--- config.mk ---
export PLATFORM = sky130hd
export DESIGN_NAME = cordic_pipe_reg_flat
export DESIGN_NICKNAME = d
export VERILOG_FILES = /design/src/rtl/cordic_pipe_reg_if.sv /design/src/rtl/cordic_pipe_reg.sv /design/src/flat_wrapper.sv
export SDC_FILE = /design/constraint.sdc
export NUM_CORES = 1
export LEC_CHECK = 0
export BUFFER_PORTS_ARGS = -buffer_cell sky130_fd_sc_hd__buf_2
export CORE_AREA = 2 2 120 122
export CTS_CLUSTER_DIAMETER = 200
export CTS_CLUSTER_SIZE = 12
export DETAILED_ROUTE_END_ITERATION = 8
export DIE_AREA = 0 0 122 124
export PLACE_DENSITY = 0.59
export SLEW_MARGIN = 20
export SYNTH_ARGS = -nofsm -noshare
export SYNTH_HDL_FRONTEND = slang
export SYNTH_SLANG_ARGS = --single-unit
--- constraint.sdc ---
create_clock -name clk -period 4 [get_ports clk]
set_input_delay 0.8 -clock clk [delete_from_list [all_inputs] [get_ports clk]]
set_output_delay 0.8 -clock clk [all_outputs]
set_load 0.02 [all_outputs]
--- src/rtl/cordic_pipe_reg_if.sv ---
// Valid/ready stream bundle for the elastic CORDIC pipeline register.
// The slave modport is the pipeline's view; the master modport is the surrounding datapath.
`ifndef WORD_WIDTH
`define WORD_WIDTH 16
`endif

interface cordic_pipe_reg_if #(
  parameter int WORD_WIDTH = `WORD_WIDTH,
  parameter int NUM_CH     = 3,
  parameter int DEPTH      = 2
);
  localparam int CNT_W = $clog2(DEPTH + 1);

  logic                         flush;
  logic                         in_valid;
  logic                         in_ready;
  logic [NUM_CH*WORD_WIDTH-1:0] in_data;
  logic                         out_valid;
  logic                         out_ready;
  logic [NUM_CH*WORD_WIDTH-1:0] out_data;
  logic [CNT_W-1:0]             occupancy;

  modport master (
    output flush, in_valid, in_data, out_ready,
    input  in_ready, out_valid, out_data, occupancy
  );

  modport slave (
    input  flush, in_valid, in_data, out_ready,
    output in_ready, out_valid, out_data, occupancy
  );
endinterface

--- src/rtl/cordic_pipe_reg.sv ---
// Elastic DEPTH-stage register for NUM_CH signed CORDIC channels with valid/ready,
// synchronous flush and a registered occupancy count. Data passes through untouched.
`ifndef WORD_WIDTH
`define WORD_WIDTH 16
`endif

module cordic_pipe_reg #(
  parameter int WORD_WIDTH = `WORD_WIDTH,
  parameter int NUM_CH     = 3,
  parameter int DEPTH      = 2
) (
  input logic              clk,
  input logic              rst,
  cordic_pipe_reg_if.slave bus
);
  localparam int DW    = NUM_CH * WORD_WIDTH;
  localparam int CNT_W = $clog2(DEPTH + 1);

  logic [DEPTH-1:0] r_v;
  logic [DW-1:0]    r_d [DEPTH];
  logic [CNT_W-1:0] r_occ;

  logic [DEPTH-1:0] w_rdy;
  logic [DEPTH-1:0] w_src_v;
  logic [DW-1:0]    w_src_d [DEPTH];
  logic [DEPTH-1:0] w_go;
  logic [DEPTH-1:0] w_v_nxt;
  logic [CNT_W-1:0] w_occ_nxt;

  // A stage can take a word if it, or any stage downstream of it, is empty, or the
  // output is being popped; written flat so no ready bit depends on another.
  for (genvar s = 0; s < DEPTH; s++) begin : g_stage
    assign w_rdy[s] = bus.out_ready | ~(&r_v[DEPTH-1:s]);
    if (s == 0) begin : g_head
      assign w_src_v[s] = bus.in_valid;
      assign w_src_d[s] = bus.in_data;
    end else begin : g_body
      assign w_src_v[s] = r_v[s-1];
      assign w_src_d[s] = r_d[s-1];
    end
    assign w_go[s] = w_src_v[s] & w_rdy[s] & ~bus.flush;
  end

  // NOTE: every variable gets a default on entry so no path leaves it unassigned (no latch).
  always_comb begin
    w_v_nxt   = r_v;
    w_occ_nxt = '0;
    for (int s = 0; s < DEPTH; s++) begin
      if (bus.flush) begin
        w_v_nxt[s] = 1'b0;
      end else if (w_rdy[s]) begin
        w_v_nxt[s] = w_src_v[s];
      end
      w_occ_nxt = w_occ_nxt + CNT_W'(w_v_nxt[s]);
    end
  end

  // NOTE: state uses non-blocking assignments so every stage samples pre-edge values.
  always_ff @(posedge clk or posedge rst) begin
    if (rst) begin
      r_v   <= '0;
      r_occ <= '0;
    end else begin
      r_v   <= w_v_nxt;
      r_occ <= w_occ_nxt;
    end
  end

  // NOTE: the data stages are reset too, because out_data must read zero straight out of reset.
  always_ff @(posedge clk or posedge rst) begin
    if (rst) begin
      for (int s = 0; s < DEPTH; s++) r_d[s] <= '0;
    end else begin
      for (int s = 0; s < DEPTH; s++) begin
        if (w_go[s]) r_d[s] <= w_src_d[s];
      end
    end
  end

  assign bus.in_ready  = w_rdy[0] & ~bus.flush;
  assign bus.out_valid = r_v[DEPTH-1] & ~bus.flush;
  assign bus.out_data  = r_d[DEPTH-1];
  assign bus.occupancy = r_occ;
endmodule

--- src/flat_wrapper.sv ---
// flat-port wrapper written by rule: the top's interface ports become plain ports
module cordic_pipe_reg_flat 
#(
  parameter int WORD_WIDTH = `WORD_WIDTH,
  parameter int NUM_CH     = 3,
  parameter int DEPTH      = 2
)
  (clk, rst, bus_flush, bus_in_valid, bus_in_data, bus_out_ready, bus_in_ready, bus_out_valid, bus_out_data, bus_occupancy);
  cordic_pipe_reg_if #(.WORD_WIDTH(WORD_WIDTH), .NUM_CH(NUM_CH), .DEPTH(DEPTH)) bus_i ();
  input logic clk;
  input logic rst;
  input wire logic [$bits(bus_i.flush)-1:0] bus_flush;
  input wire logic [$bits(bus_i.in_valid)-1:0] bus_in_valid;
  input wire logic [$bits(bus_i.in_data)-1:0] bus_in_data;
  input wire logic [$bits(bus_i.out_ready)-1:0] bus_out_ready;
  output wire logic [$bits(bus_i.in_ready)-1:0] bus_in_ready;
  output wire logic [$bits(bus_i.out_valid)-1:0] bus_out_valid;
  output wire logic [$bits(bus_i.out_data)-1:0] bus_out_data;
  output wire logic [$bits(bus_i.occupancy)-1:0] bus_occupancy;
  assign bus_i.flush = bus_flush;
  assign bus_i.in_valid = bus_in_valid;
  assign bus_i.in_data = bus_in_data;
  assign bus_i.out_ready = bus_out_ready;
  assign bus_in_ready = bus_i.in_ready;
  assign bus_out_valid = bus_i.out_valid;
  assign bus_out_data = bus_i.out_data;
  assign bus_occupancy = bus_i.occupancy;
  cordic_pipe_reg #(.WORD_WIDTH(WORD_WIDTH), .NUM_CH(NUM_CH), .DEPTH(DEPTH)) u_core (.clk(clk), .rst(rst), .bus(bus_i));
endmodule
======== Word-level counts from Yosys, hierarchy flattened ========
Index checks and enable logic that the tools add are counted.
cells by class
  mux-type cells .......................... 4
  bitwise gates (word level) .............. 11
  reduce and logical (&&, ||, !) cells .... 1
  $add $sub $neg .......................... 1
operators by type and width
  kind              number
  $and 1x1->1       6
  $mux 1            4
  $not 1->1         3
  $add 1x1->2       1
  $or 1x1->1        2
  $reduce_and 2->1  1
storage, ports and cells
  word-level logic and storage cells ...... 21
  register bits after elaboration ......... 100
  output and inout port bits .............. 52
  bits of input ports ..................... 53

======== Depth between registers and ports, before layout ========
Gate-level depths: netlist (run 1).
  depth in word-level cells ............... 6
  depth in mapped cells ................... 5
  mapped depth without buffers ............ 4

======== Worst setup path before layout (run 1) ========
OpenSTA, ideal clock, no wires.
  path type ............................... input to output
  start point ............................. input bus_out_ready
  end point ............................... output bus_in_ready
  buffers on the path ..................... 0
  arrival ................................. 1,277 ps
  path slack .............................. 1,923 ps
  stages .................................. 2
  path through ............................ and3b_1 nor2_1
on the way
  cells in the longest elaborated chain, start to end .. 2
ends and longest elaborated chain
  element          RTL line               source
  start, declared  flat_wrapper.sv:15     input wire logic [$bits(bus_i.out_ready)-1:0] bus_out_ready;
  $or 1x1->1       cordic_pipe_reg.sv:33  assign w_rdy[s] = bus.out_ready | ~(&r_v[DEPTH-1:s]);
  $and 1x1->1      cordic_pipe_reg.sv:80  assign bus.in_ready = w_rdy[0] & ~bus.flush;
  end, declared    flat_wrapper.sv:16     output wire logic [$bits(bus_i.in_ready)-1:0] bus_in_ready;
Every way passes these cells.

======== Final worst setup path (run 1) ========
Ends and elaborated chain as after synthesis.

==> run metrics, run 1 <==
result of the run finished clean; CTS tree done; # rows 43; share of layout cells above drive strength 1 60.4%; highest fanout seen on the critical path 3; Final HPWL DP 4.99 mm; antenna-violating nets left 0; synth warn 0; maximum capacitance violations 0; initial detailed-routing violation count 43; clock skew after layout 7.90 ps; period utilization 55.6%; per-instance average area after synthesis 15.4 um^2; detailed-route DRC error count 0; maximum clock frequency 450 MHz; Syn-to-layout area delta 15.9%; static leakage 2.19 nW; number of iterations in the first detailed-routing pass 2; worst setup path start bus_out_ready; total negative setup slack 0 ps; antenna diode count 0; Critical Path, Cell by Cell buf_2 -> and3b_1 -> nor2_1 -> buf_2; Worst Setup Start Kind input port; via count of the first global-routing pass 2187; Critical Path AT 1420 ps; vias post-DR 2147; post-cts hold buffer count 0; actual slew at the worst max-slew pin 743 ps; CTS root buf sky130_fd_sc_hd__clkbuf_16; count of mapped cells out of synthesis 266; number of setup buffers added after CTS 0; count of final hold-check violations 0; total global routing overflow 0; flip-flop and latch count after synthesis 100; crit end category output port; cell taking the most area after synthesis sky130_fd_sc_hd__dfrtp_1; delay contributed by the slowest stage of the critical path 290 ps; utilization after layout 34.6%; top area cells in the synthesized netlist sky130_fd_sc_hd__dfrtp_1 (61%), sky130_fd_sc_hd__mux2_2 (21%), sky130_fd_sc_hd__buf_4 (9.5%); launch point of the worst hold path u_core.r_d[75]; Cell variety after synth 12; Final Wtd Congestion 0.670; CTS clk-pin slew, worst paths 60 ps; largest vdd supply drop 244 uV; clock latency at the later pin of the worst-skew pair 340 ps; number of cells upsized or downsized after cts 0; drt wl/cell 14.0 um; total power divided by cell area 584 nW/um^2; H-tree level count 3; worst flop-to-flop path startpoint u_core.r_v[1]; DR vias/cell 4.20; die extent in y 124 um; post-synthesis net count 320; area share of the leading cell type in the synthesized netlist 61.1%; Post-Syn Area 4100 um^2; max-slew violation count 0; most instantiated cells after synthesis sky130_fd_sc_hd__dfrtp_1 (100), sky130_fd_sc_hd__mux2_2 (76), sky130_fd_sc_hd__buf_4 (52); cell type group with the largest total delay on the critical path simple AND/OR/NAND/NOR gates; wire length after detailed routing 7.13 mm; setup repair after global routing missed its margin no; final setup violation count 0; cell with the biggest individual delay on the critical path sky130_fd_sc_hd__and3b_1; clock tree sinks 100; Seq/Total Area, Yosys 61.1%; core footprint 13700 um^2; global-route wire length before repair 11.2 mm; headroom to the max-slew limit 50.4%; largest net degree at the start of global routing 53; filler instances 1376; Hold Path Class flip-flop to flip-flop; initial antenna violation count 1; total global routing track utilization 10.1%; # nets final 381; placed cell count 496; worst setup path class input port to output port; most repeated library cell on the critical path sky130_fd_sc_hd__buf_2; clock buffers created by TritonCTS 9; chip width 122 um; die footprint 15100 um^2; WP buf/inv 2; I/O Buffers 104; Worst EP required 3200 ps; Starting Density 29.9%; top-count cell post-synth sky130_fd_sc_hd__dfrtp_1; post-route minimum period 2220 ps; top-level port count 105; count of flip-flops with a built-in enable after synthesis 0; final std cells w/o fill 511; proportion of synthesized flip-flops having asynchronous set or reset 100%; dominant register cell in the synthesized netlist sky130_fd_sc_hd__dfrtp_1; number of buffers between clock root and the deepest sink 2
through the flow:
| stage | instance area, um^2 | power (W) | setup slack (ps) | hold slack, ps |
|---|---|---|---|---|
| 2_1_floorplan | 4100 | 0.00198 | 581 | 452 |
| 3_3_place_gp | 4480 | 0.00199 | 1420 | 461 |
| 3_5_place_dp | 4480 | 0.00202 | 1350 | 470 |
| 4_1_cts | 4750 | 0.00283 | 1730 | 486 |
| 5_1_grt | 4750 | 0.00294 | 1670 | 497 |
| 6_report | 4750 | 0.00278 | 1780 | 480 |
worst reg2reg max path, stage by stage, from the launching register on:
cell                      delay [ps]
sky130_fd_sc_hd__dfrtp_1         380
sky130_fd_sc_hd__nor2b_1         170
sky130_fd_sc_hd__nor3b_4         630
sky130_fd_sc_hd__buf_4           430
sky130_fd_sc_hd__mux2_2          400
area by class of cell:
type	count	area [um^2]	area share (%)
Multi-Input combinational cell	107	1170	24.7
Clock buffer	13	260	5.48
Clock inverter	2	10.0	0.211
Inverter	1	6.26	0.132
Timing Repair Buffer	108	576	12.1
Tap cell	180	225	4.74
Sequential cell	100	2500	52.7
power by group:
group          switching [W]  total, W  internal (W)
logic               0.000347  0.000638      0.000291
registers           0.000106   0.00134       0.00123
clock network       0.000346  0.000796      0.000451
kinds of logic (layout without fill, tap and decap cells):
logic type / Yosys count / count (layout) / synth area share [%]
flip-flops: 100 / 100 / 61.1
AND/OR/NAND/NOR: 10 / 10 / 1.59
buffers and inverters: 59 / 124 / 10.7
adder cells (fa/ha/maj): 1 / 1 / 0.305
multiplexers: 96 / 96 / 26.4
cells in the final DEF, fill, tap and decap left out, drive strengths merged:
cell type	netlist	routed
dfrtp	100	100
nor2	5	5
nor3b	2	2
nor2b	2	2
ha	1	1
inv	1	1
clkinv	0	2
clkbuf	0	13
and3b	1	1
mux2	96	96
buf	58	108
flip-flops by register name, summed over array words and instances (netlist names):
signal                cells
u_core.bus.out_data      48
u_core.r_d               48
u_core.bus.occupancy      2
u_core.r_v                2
final timing paths:
path / endpoint / slack, ps / depth (start not counted)
max in group asynchronous: u_core.bus.out_data[8] / 2740 / 3
hold / removal: u_core.r_d[75] / 480 / 1
hold reg to reg: u_core.r_d[75] / 480 / 1
min in group asynchronous: u_core.bus.out_data[4] / 530 / 2
setup / recovery: bus_in_ready / 1780 / 4
setup reg to reg: u_core.bus.out_data[14] / 1870 / 4
layer usage:
layer	wire length, um	up-vias	global-route usage [%]
met1	3040	1088	11.9
met2	3460	64	15.9
met3	481	11	3.80
li1	-	982	-
met4	139	2	5.39
met5	16	-	0
(Power assumes the default switching activity.)
==> run 2, diff against run 1 <==
==> constraint.sdc (replaced) <==
create_clock -name clk -period 2.18 [get_ports clk]
set_input_delay 0.436 -clock clk [delete_from_list [all_inputs] [get_ports clk]]
set_output_delay 0.436 -clock clk [all_outputs]
set_load 0.02 [all_outputs]
==> run 2 against run 1 <==
  * Setup slack got worse by 1300 ps
  * Final area rose by 1.9%
  * Critical path depth shrank 1
  * Combinational power grew 85%
  * Sequential share of layout area down 0.97 points
  * Non-clock buffer count up 1
  * Routed wire length increased by 3.6%
  * Sequential cell count unchanged
  * Clock power grew 120%
  * Critical endpoint unchanged
  * Highest routed layer unchanged
==> run metrics, run 2 (synthesis results as in run 1) <==
largest vdd supply drop 334 uV (+37%); utilization after layout 35.3% (+0.65 points); CTS clk-pin slew, worst paths 60 ps (about the same); worst setup path class flip-flop to output port; final setup violation count 0 (unchanged); Final HPWL DP 4.91 mm (-1.5%); global-route wire length before repair 11.6 mm (+3.8%); maximum capacitance violations 0 (unchanged); die extent in y 124 um (unchanged); crit end category output port; top-level port count 105 (unchanged); delay contributed by the slowest stage of the critical path 390 ps (+100 ps); number of setup buffers added after CTS 0 (unchanged); Worst EP required 1740 ps (-1460 ps); WP buf/inv 1 (-1); total global routing track utilization 10.4% (+0.35 points); actual slew at the worst max-slew pin 531 ps (-213 ps); number of cells upsized or downsized after cts 0 (unchanged); filler instances 1352 (-1.7%); post-route minimum period 1720 ps; vias post-DR 2150 (+0.14%); period utilization 78.9%; chip width 122 um (unchanged); most common library cell in the layout ignoring fill and taps sky130_fd_sc_hd__buf_2; number of iterations in the first detailed-routing pass 2 (unchanged); clock latency at the later pin of the worst-skew pair 350 ps (about the same); initial antenna violation count 1 (unchanged); I/O Buffers 104 (unchanged); antenna-violating nets left 0 (unchanged); core footprint 13700 um^2 (unchanged); Final Wtd Congestion 0.660 (-1.4%); static leakage 2.22 nW (+1.4%); total power divided by cell area 1120 nW/um^2 (+91%); # nets final 382 (+0.26%); setup repair after global routing missed its margin no; total negative setup slack 0 ps (unchanged); total global routing overflow 0 (unchanged); Hold Path Class input port to asynchronous set/reset pin; count of final hold-check violations 0 (unchanged); wire length after detailed routing 7.39 mm (+3.6%); post-cts hold buffer count 0 (unchanged); worst flop-to-flop path startpoint u_core.r_v[1]; Critical Path, Cell by Cell and3b_1 -> nor2_1 -> buf_2; die footprint 15100 um^2 (unchanged); clock buffers created by TritonCTS 9 (unchanged); worst setup path start u_core.r_v[0]; CTS tree done; leading cell types in the layout, fill and taps excluded sky130_fd_sc_hd__buf_2 (104), sky130_fd_sc_hd__dfrtp_1 (100), sky130_fd_sc_hd__mux2_2 (76), sky130_fd_sc_hd__mux2_1 (20), sky130_fd_sc_hd__clkbuf_16 (9); via count of the first global-routing pass 2284 (+4.4%); maximum clock frequency 582 MHz; clock tree sinks 100 (unchanged); # rows 43 (unchanged); share of layout cells above drive strength 1 61.0% (+0.54 points); cell with the biggest individual delay on the critical path sky130_fd_sc_hd__dfrtp_1; total power 0.00540 W (+94%); DR vias/cell 4.19 (-0.25%); cell type group with the largest total delay on the critical path flip-flops; placed cell count 497 (+0.20%); antenna diode count 0 (unchanged); H-tree level count 3 (unchanged); result of the run finished clean; Starting Density 29.9% (unchanged); final std cells w/o fill 513 (+0.39%); largest net degree at the start of global routing 101 (+91%); clock skew after layout 6.81 ps (-1.09 ps); drt wl/cell 14.4 um (+3.2%); Syn-to-layout area delta 18.1%; CTS root buf sky130_fd_sc_hd__clkbuf_16; max-slew violation count 0 (unchanged); area taken by multi-input logic gates 1170 um^2 (unchanged); Sequential cell area 2500 um^2 (unchanged); Critical Path AT 1280 ps (-140 ps); number of buffers between clock root and the deepest sink 2 (unchanged); detailed-route DRC error count 0 (unchanged); Worst Setup Start Kind flip-flop; headroom to the max-slew limit 64.6% (+14 points); initial detailed-routing violation count 55 (+28%); highest fanout seen on the critical path 3 (unchanged)
run 2: cell types whose count changed in the layout (fill, tap and decap cells not counted):
cell,previous run,this run
sky130_fd_sc_hd__bufinv_16,0,2
sky130_fd_sc_hd__clkinv_2,2,0
sky130_fd_sc_hd__clkbuf_8,2,3
sky130_fd_sc_hd__clkinvlp_4,0,2
sky130_fd_sc_hd__clkbuf_1,2,1
sky130_fd_sc_hd__buf_12,2,3
sky130_fd_sc_hd__inv_4,1,0
run 2: through the flow:
stage / hold WS (ps) / area, um^2 / setup slack [ps]
floorplan: 452 / 4100 / 554
global placement: 461 / 4500 / 401
detailed placement: 473 / 4500 / 386
CTS: 260 / 4840 / 433
global route: 289 / 4840 / 396
finish: 226 / 4840 / 461
run 2: layout make-up:
class,count,share of cell area (%)
flip-flops and latches,100,51.7
multi-input cells,107,24.2
repair buffers,109,12.3
clock buffers,13,5.58
well taps,180,4.65
clock inverters,3,1.40
inverters,1,0.155
run 2: worst register-to-register path, cell delays in order, from the launching register on:
cell                      delay (ps)
sky130_fd_sc_hd__dfrtp_1         380
sky130_fd_sc_hd__nor2b_1         170
sky130_fd_sc_hd__nor3b_4         180
sky130_fd_sc_hd__buf_4           440
sky130_fd_sc_hd__mux2_2          400
run 2: power by group:
group          total (W)  switching, W  leakage [nW]  internal [W]
Sequential       0.00246      0.000191          1.19       0.00226
Clock            0.00176      0.000664         0.162       0.00110
Combinational    0.00118      0.000640         0.867      0.000537
Total            0.00540       0.00149          2.22       0.00390
run 2: final timing paths:
path / slack, ps / end / depth (start not counted)
worst max register to register: 490 / u_core.bus.out_data[4] / 4
worst min register to register: 480 / u_core.r_d[80] / 1
worst min-delay path: 230 / u_core.bus.out_data[12] / 3
worst max-delay path: 460 / bus_in_ready / 3
min in group clk: 310 / u_core.r_d[89] / 2
max in group asynchronous: 1540 / u_core.r_d[85] / 3
run 2: per-layer routing:
| metal | GRT usage, % | part of all wire [%] |
|---|---|---|
| met1 | 12.8 | 43 |
| met2 | 15.4 | 45 |
| met3 | 3.89 | 8.4 |
| met4 | 6.47 | 2.6 |
| met5 | 0 | 0.095 |
==> run 3, diff against run 2 <==
==> constraint.sdc (replaced) <==
create_clock -name clk -period 1.6 [get_ports clk]
set_input_delay 0.32 -clock clk [delete_from_list [all_inputs] [get_ports clk]]
set_output_delay 0.32 -clock clk [all_outputs]
set_load 0.02 [all_outputs]
==> run 3 against run 2 <==
  * The flow now finishes with violations (setup timing)
  * Clock skew increased by 0.53 ps
  * Setup slack lost 480 ps
  * Highest routed layer unchanged
  * Final area increased by 7.3%
  * Critical endpoint unchanged
==> run metrics, run 3 (synthesis results as in run 1) <==
actual slew at the worst max-slew pin 525 ps (-5.21 ps); CTS clk-pin slew, worst paths 70 ps (about the same); initial antenna violation count 1 (unchanged); clock latency at the later pin of the worst-skew pair 350 ps (about the same); Worst EP required 1280 ps (-460 ps); largest vdd supply drop 535 uV (+60%); worst setup path class flip-flop to output port; Critical Path, Cell by Cell and3b_2 -> buf_6 -> nor2_4 -> buf_6; count of final hold-check violations 0 (unchanged); cell with the biggest individual delay on the critical path sky130_fd_sc_hd__dfrtp_1; CTS root buf sky130_fd_sc_hd__clkbuf_16; via count of the first global-routing pass 2242 (-1.8%); drt wl/cell 15.3 um (+5.9%); H-tree level count 3 (unchanged); utilization after layout 37.9% (+2.6 points); # nets final 394 (+3.1%); delay contributed by the slowest stage of the critical path 380 ps (about the same); Starting Density 29.9% (unchanged); Worst Setup Start Kind flip-flop; most common library cell in the layout ignoring fill and taps sky130_fd_sc_hd__buf_2; FF-to-FF End u_core.r_d[64]; final setup violation count 6 (+6); WP buf/inv 2 (+1); filler instances 1314 (-2.8%); total power 0.00773 W (+43%); violated checks setup timing; post-route cell area 5190 um^2 (+7.3%); total global routing overflow 0 (unchanged); total cell area at the placement stage 4510 um^2 (+0.22%); Critical Path AT 1300 ps (+20 ps); post-cts hold buffer count 0 (unchanged); post-route setup slack -17.0 ps (-478 ps); clock buffers created by TritonCTS 9 (unchanged); vias post-DR 2218 (+3.2%); max-slew violation count 0 (unchanged); Syn-to-layout area delta 26.7%; logic depth of the worst register-to-register path 5 (+1); area taken by multi-input logic gates 1290 um^2 (+10%); cell type group with the largest total delay on the critical path flip-flops; worst flop-to-flop path startpoint u_core.r_v[1]; total power divided by cell area 1490 nW/um^2 (+33%); setup slack on the worst flop-to-flop path -10 ps (-500 ps); number of buffers between clock root and the deepest sink 2 (unchanged); Sequential cell area 2500 um^2 (unchanged); clock skew after layout 7.34 ps (+0.530 ps); number of iterations in the first detailed-routing pass 4 (+2); # rows 43 (unchanged); initial detailed-routing violation count 87 (+58%); result of the run finished, violations left; static leakage 2.44 nW (+10%); crit end category output port; Hold Path Class input port to asynchronous set/reset pin; global-route wire length before repair 11.4 mm (-2.4%); I/O Buffers 104 (unchanged); clock tree sinks 100 (unchanged); CTS tree done; chip width 122 um (unchanged); most repeated library cell on the critical path sky130_fd_sc_hd__buf_6; antenna-violating nets left 0 (unchanged); detailed-route DRC error count 0 (unchanged); core footprint 13700 um^2 (unchanged); Final HPWL DP 4.93 mm (+0.36%); die extent in y 124 um (unchanged); period utilization 101%; setup repair after global routing missed its margin yes; highest fanout seen on the critical path 3 (unchanged); DR vias/cell 4.22 (+0.80%); maximum clock frequency 618 MHz; wire length after detailed routing 8.01 mm (+8.4%); share of layout cells above drive strength 1 67.2% (+6.3 points); top-level port count 105 (unchanged); Final Wtd Congestion 0.644 (-2.4%); headroom to the max-slew limit 65.0% (+0.35 points); maximum capacitance violations 0 (unchanged); leading cell types in the layout, fill and taps excluded sky130_fd_sc_hd__buf_2 (103), sky130_fd_sc_hd__dfrtp_1 (100), sky130_fd_sc_hd__mux2_2 (60), sky130_fd_sc_hd__mux2_4 (30), sky130_fd_sc_hd__clkbuf_16 (11); antenna diode count 0 (unchanged); largest net degree at the start of global routing 101 (unchanged); total global routing track utilization 10.2% (-0.24 points); post-route minimum period 1620 ps; die footprint 15100 um^2 (unchanged)
[run 3: stage by stage]
stage          worst slack (ps)  setup TNS, ps  instances  hold WS [ps]
2_1_floorplan              71.9              0        266           401
3_3_place_gp              -18.2           -218        500           461
3_5_place_dp              -60.6          -1880        500           471
4_1_cts                   -35.3           -317        520           160
5_1_grt                   -47.2           -790        525           183
6_report                  -17.0          -45.6        525           135
[run 3: tightest hold or removal path, cell delays in order]
cell	delay (ps)
sky130_fd_sc_hd__buf_2	110
sky130_fd_sc_hd__clkinvlp_4	70
sky130_fd_sc_hd__buf_12	420
[run 3: final cells by class]
type | instances | share of cell area, %
tap | 180 | 4.34
clock inverter | 3 | 1.73
inverter | 1 | 0.145
timing repair buffer | 121 | 15.3
multi-input combinational | 107 | 24.9
sequential | 100 | 48.2
clock buffer | 13 | 5.40
[run 3: worst max path at each step]
stage,start,endpoint,slack [ps],cells past startpoint
3_5_place_dp,bus_out_ready,u_core.r_d[61],-60,5
3_3_place_gp,bus_out_ready,u_core.r_d[49],-20,5
4_1_cts,u_core.r_v[1],bus_in_ready,-40,4
2_1_floorplan,u_core.r_v[0],u_core.r_d[72],70,5
6_report,u_core.r_v[1],bus_in_ready,-20,4
5_1_grt,u_core.r_v[1],bus_in_ready,-50,4
[run 3: metal layers]
metal / vias up / GRT usage (%) / share of wire [%]
li1: 1007 / - / -
met4: 2 / 5.82 / 2.2
met2: 65 / 15.4 / 46
met3: 13 / 4.08 / 6.4
met5: - / 0 / 0.15
met1: 1131 / 12.3 / 45
[run 3: timing repair]
item | 4_1_cts | 5_1_grt
pin swaps | 2 | 2
cloned | 0 | 3
setup buffers | 4 | 2
gates resized for setup | 22 | 32
endpoints found under the setup margin | 50 | 84
[run 3: where the power goes]
part	leakage [nW]	total [W]	switching [W]	internal (W)
combinational	1.07	0.00175	0.000899	0.000851
sequential	1.19	0.00335	0.000266	0.00309
clock	0.182	0.00262	0.000923	0.00170
